<file path="src/rtl/regfile_fwd_sb.sv">
// Register file with registered read ports, EX/MEM forwarding and a
// per-register pending-write scoreboard that drives operand ready flags.
module regfile_fwd_sb #(
    parameter int DATA_W   = 16,
    parameter int ADDR_W   = 4,
    parameter int NUM_RD   = 2,
    parameter int ZERO_REG = 0
) (
    input  logic                     clk,
    input  logic                     reset,
    input  logic                     rd_req,
    input  logic [NUM_RD*ADDR_W-1:0] rd_addr,
    input  logic [NUM_RD-1:0]        rd_imm,
    output logic [NUM_RD*DATA_W-1:0] rd_data,
    output logic [NUM_RD-1:0]        rd_rdy,
    output logic                     rd_valid,
    input  logic                     wb_en,
    input  logic [ADDR_W-1:0]        wb_addr,
    input  logic [DATA_W-1:0]        wb_data,
    input  logic                     fex_en,
    input  logic [ADDR_W-1:0]        fex_addr,
    input  logic [DATA_W-1:0]        fex_data,
    input  logic                     fmem_en,
    input  logic [ADDR_W-1:0]        fmem_addr,
    input  logic [DATA_W-1:0]        fmem_data,
    input  logic                     iss_en,
    input  logic [ADDR_W-1:0]        iss_addr,
    output logic [2**ADDR_W-1:0]     busy
);

    localparam int DEPTH = 2**ADDR_W;
    localparam bit ZR    = (ZERO_REG != 0);

    logic [DATA_W-1:0]        regs [DEPTH];
    logic [ADDR_W-1:0]        addr [NUM_RD];
    logic [DEPTH-1:0]         busy_d;
    logic [NUM_RD*DATA_W-1:0] data_d;
    logic [NUM_RD-1:0]        rdy_d;
    logic                     wr_ok;

    for (genvar g = 0; g < NUM_RD; g++) begin : g_addr
        assign addr[g] = rd_addr[g*ADDR_W +: ADDR_W];
    end

    assign wr_ok = wb_en && !(ZR && (wb_addr == '0));

    // Operand select: first matching source wins, array read is last resort.
    always_comb begin
        data_d = '0;
        rdy_d  = '0;
        for (int i = 0; i < NUM_RD; i++) begin
            if (rd_imm[i]) begin
                data_d[i*DATA_W +: DATA_W] = DATA_W'(addr[i]);
                rdy_d[i] = 1'b1;
            end else if (ZR && (addr[i] == '0)) begin
                data_d[i*DATA_W +: DATA_W] = '0;
                rdy_d[i] = 1'b1;
            end else if (fex_en && (fex_addr == addr[i])) begin
                data_d[i*DATA_W +: DATA_W] = fex_data;
                rdy_d[i] = 1'b1;
            end else if (fmem_en && (fmem_addr == addr[i])) begin
                data_d[i*DATA_W +: DATA_W] = fmem_data;
                rdy_d[i] = 1'b1;
            end else if (wb_en && (wb_addr == addr[i])) begin
                data_d[i*DATA_W +: DATA_W] = wb_data;
                rdy_d[i] = 1'b1;
            end else begin
                data_d[i*DATA_W +: DATA_W] = regs[addr[i]];
                rdy_d[i] = ~busy[addr[i]];
            end
        end
    end

    // A new producer supersedes a retiring one to the same register.
    always_comb begin
        busy_d = busy;
        if (wb_en) begin
            busy_d[wb_addr] = 1'b0;
        end
        if (iss_en) begin
            busy_d[iss_addr] = 1'b1;
        end
        if (ZR) begin
            busy_d[0] = 1'b0;
        end
    end

    always_ff @(posedge clk or negedge reset) begin
        if (!reset) begin
            for (int k = 0; k < DEPTH; k++) begin
                regs[k] <= '0;
            end
        end else if (wr_ok) begin
            regs[wb_addr] <= wb_data;
        end
    end

    always_ff @(posedge clk or negedge reset) begin
        if (!reset) begin
            busy     <= '0;
            rd_data  <= '0;
            rd_rdy   <= '0;
            rd_valid <= 1'b0;
        end else begin
            busy     <= busy_d;
            rd_valid <= rd_req;
            if (rd_req) begin
                rd_data <= data_d;
                rd_rdy  <= rdy_d;
            end
        end
    end

endmodule
</file>
<file path="config.mk">
export PLATFORM = sky130hd
export DESIGN_NAME = regfile_fwd_sb
export DESIGN_NICKNAME = d
export VERILOG_FILES = /design/src/rtl/regfile_fwd_sb.sv
export SDC_FILE = /design/constraint.sdc
export NUM_CORES = 1
export LEC_CHECK = 0
export CORE_ASPECT_RATIO = 0.7
export CORE_MARGIN = 2
export CORE_UTILIZATION = 55
export CTS_CLUSTER_DIAMETER = 200
export DETAILED_ROUTE_END_ITERATION = 10
export PLACE_DENSITY = 0.82
export SETUP_SLACK_MARGIN = 0.05
export SYNTH_ARGS = -nofsm -noshare
export SYNTH_HDL_FRONTEND = slang
export SYNTH_SLANG_ARGS = --single-unit
export TNS_END_PERCENT = 50
</file>
<file path="constraint.sdc">
create_clock -name clk -period 2.1 [get_ports clk]
set_input_delay 0.42 -clock clk [delete_from_list [all_inputs] [get_ports clk]]
set_output_delay 0.42 -clock clk [all_outputs]
set_load 0.1 [all_outputs]
</file>
==> impl_metrics.json <==
{
  "status": "complete, no violations",
  "layout_setup_ws_ns": 0.0879,
  "synthFlopType": "dfrtp_1",
  "dp.cells": 1867,
  "start_kind": "primary input",
  "area_growth_pct": 25.0,
  "wirelength_um": 56600,
  "worstSkewPairLatency_ns": 0.58,
  "ios": 132,
  "ir_drop_mv": 0.648,
  "synth_cell_types": 57,
  "arrival_ns": 2.49,
  "synth_compound_area_share_pct": 8.14,
  "setup_viol": 0,
  "crit_start": "fmem_addr[0]",
  "hold_class": "in -> async",
  "cts_max_level": 1,
  "drive_gt1_share_pct": 48.5,
  "grt_max_degree": 65,
  "vias_per_cell": 6.99,
  "crit_path_top_delay_cell": "clkdlybuf4s50_1",
  "placed_area_mm2": 0.0203,
  "reg2reg_from": "busy[15]",
  "cts_tree": "yes",
  "critical-path-max-stage-delay_ns": 0.46,
  "r2r_cells": 3,
  "path_max_fanout": 14,
  "synthMuxAreaShare_pct": 39.1,
  "rsz0062_at_grt": "no",
  "synth-simple-area-share_pct": 3.28,
  "fin_setup_tns_ns": 0,
  "fmax_ghz": 0.497,
  "avgSynthCellArea_um2": 13.9,
  "cp_cell_sequence": "clkdlybuf4s50_1 -> buf_4 -> xnor2_1 -> nand4_1 -> nor2_1 -> buf_12 -> a221oi_1 -> a221oi_1",
  "first_pass_iters": 6,
  "grt_pass1_vias": 14001,
  "gp_congestion": 0.956,
  "diodes": 0,
  "finish.net_count": 1563,
  "overflow": 0,
  "initial_core_util_pct": 55.4,
  "die_width_um": 215,
  "reg2reg_slack_ns": 0.27,
  "avgRoutedWirePerCell_um": 29.4,
  "core_mm2": 0.0309,
  "powerDensity_mw_per_mm2": 969,
  "design.die.area_mm2": 0.0326,
  "pre_cts_slack_ns": -0.689,
  "cp_common_cell": "a221oi_1",
  "num-fill-cells": 2151,
  "worstPathRequired_ns": 2.58,
  "drt_iter0_markers": 1905,
  "antenna_left": 0,
  "synth_top_family_by_area": "multiplexers",
  "skew_ns": 0.0126,
  "max_slew_margin_pct": 54.5,
  "period_share_pct": 95.8,
  "drc": 0,
  "design_area_mm2": 0.0214,
  "cts_root_buf": "clkbuf_16",
  "cts_buffers": 30,
  "syn-cell-area_mm2": 0.0171,
  "cts.clk_slew.worst_paths_ns": 0.07,
  "worstSetupEndpointType": "register",
  "antenna_found_initial": 0,
  "portBuffers": 131,
  "ys_seq_area_share_pct": 44.8,
  "vias": 13458,
  "post-dp-hpwl_um": 38900,
  "worstMarginPinSlew_ns": 0.680,
  "postSynthCellCount": 1235,
  "fin_cells": 1925,
  "synth_xor_area_share_pct": 1.23,
  "fin_crit_ns": 2.01,
  "ys_ff_latch": 307,
  "finalHoldViolCount": 0,
  "syn_nets": 1316,
  "placementRows": 54,
  "synthArstFlopShare_pct": 100,
  "drv_cap": 0,
  "grt_pass1_wl_um": 85500,
  "r2r-end": "rd_rdy[0]",
  "grt_usage_pct": 35.1,
  "slew_viol_final": 0,
  "cts_sinks": 307,
  "crit_type": "in -> reg",
  "die_h_um": 152,
  "synthAdderAreaFrac_pct": 0,
  "yosys_warnings": 0,
  "clockBufferDepth": 3,
  "synth_edf_count": 0,
  "leakage_uw": 0.00917
}
report_power, final:
part           switching, uW  leakage (uW)  internal (uW)  total (uW)
registers               1160       0.00377           7250        8410
logic                   3240       0.00485           2980        6220
clock network           2440      0.000548           3700        6140
total                   6830       0.00917          13900       20800
worst max-delay path by stage:
stage               slack [ns]          end
floorplan                 0.05    rd_rdy[0]
global placement         -0.53   rd_data[4]
detailed placement       -0.69   rd_data[8]
CTS                       0.05   rd_data[3]
global route              0.06  rd_data[21]
finish                    0.09  rd_data[21]
routing by layer:
layer | track usage, % | vias to the layer above | share of wire (%)
li1 | - | 5312 | -
met1 | 46.9 | 6886 | 38
met2 | 54.8 | 1034 | 45
met3 | 9.92 | 226 | 12
met4 | 15.0 | 0 | 4.9
met5 | 0 | - | 0
synth_stat cells, drive strengths merged, types with 8 or more instances:
cell type | number | area [um^2]
a221oi | 31 | 290
and3 | 8 | 50.1
a22oi | 16 | 120
inv | 11 | 41.3
mux2 | 267 | 3010
mux4 | 128 | 2880
nand3 | 10 | 50.1
xnor2 | 21 | 184
clkbuf | 41 | 154
o21ai | 54 | 270
dfrtp | 307 | 7680
a222oi | 12 | 120
nand2 | 36 | 135
o21bai | 11 | 82.6
nor2b | 8 | 50.1
mux2i | 81 | 811
o211ai | 13 | 97.6
buf | 72 | 397
nor2 | 30 | 113
cell type report:
cell class / instances / area (um^2) / share of cell area (%)
Multi-Input combinational cell: 804 / 8920 / 41.6
Sequential cell: 307 / 7690 / 35.9
Clock inverter: 13 / 224 / 1.05
Tap cell: 420 / 526 / 2.45
Timing Repair Buffer: 328 / 3130 / 14.6
Inverter: 11 / 41.3 / 0.193
Clock buffer: 42 / 897 / 4.19
registers in the layout, summed over array words and instances (netlist names):
register	flops
busy	16
rd_data	32
rd_rdy	2
rd_valid	1
regs	256
cell usage in the layout, fill, tap and decap left out, types with 28 or more instances in the layout:
cell type,count
o21ai_0,43
a221oi_1,28
dfrtp_1,303
clkdlybuf4s50_1,72
buf_4,210
clkbuf_16,31
nand2_1,36
buf_12,39
mux2i_1,80
mux4_2,128
mux2_2,266
timing repair:
| action | 4_1_cts | 5_1_grt |
|---|---|---|
| setup endpoints to repair | 13 | 12 |
| pin swaps | 1 | 1 |
| gates resized for setup | 0 | 2 |
| hold buffers | 1 | 0 |
| setup buffers | 2 | 0 |
| hold endpoints to repair | 25 | 0 |
through the flow:
stage | total power [uW] | util (%) | hold slack [ns]
after global routing | 21400 | 69.2 | 0.338
after global placement | 14200 | 65.5 | 0.313
after detailed placement | 14500 | 65.5 | 0.312
final | 20800 | 69.2 | 0.309
after CTS | 20700 | 69.2 | 0.320
after floorplan | 12500 | - | 0.124
worst max-delay path: cells and delay by family:
kind | cells | cell delay, ns
AOI/OAI and AO/OA | 2 | 0.40
buffers and inverters | 3 | 0.83
and+or+nand+nor | 2 | 0.61
xor gates and xnor gates | 1 | 0.23
kinds of logic (layout without fill, tap and decap cells):
group / count (synthesis) / count (layout)
AO/OA/AOI/OAI: 188 / 188
multiplexers: 476 / 476
flip-flops: 307 / 307
AND/OR/NAND/NOR: 116 / 116
XOR/XNOR: 24 / 24
buffers and inverters: 124 / 394
Power figures use the tool's default switching activity.
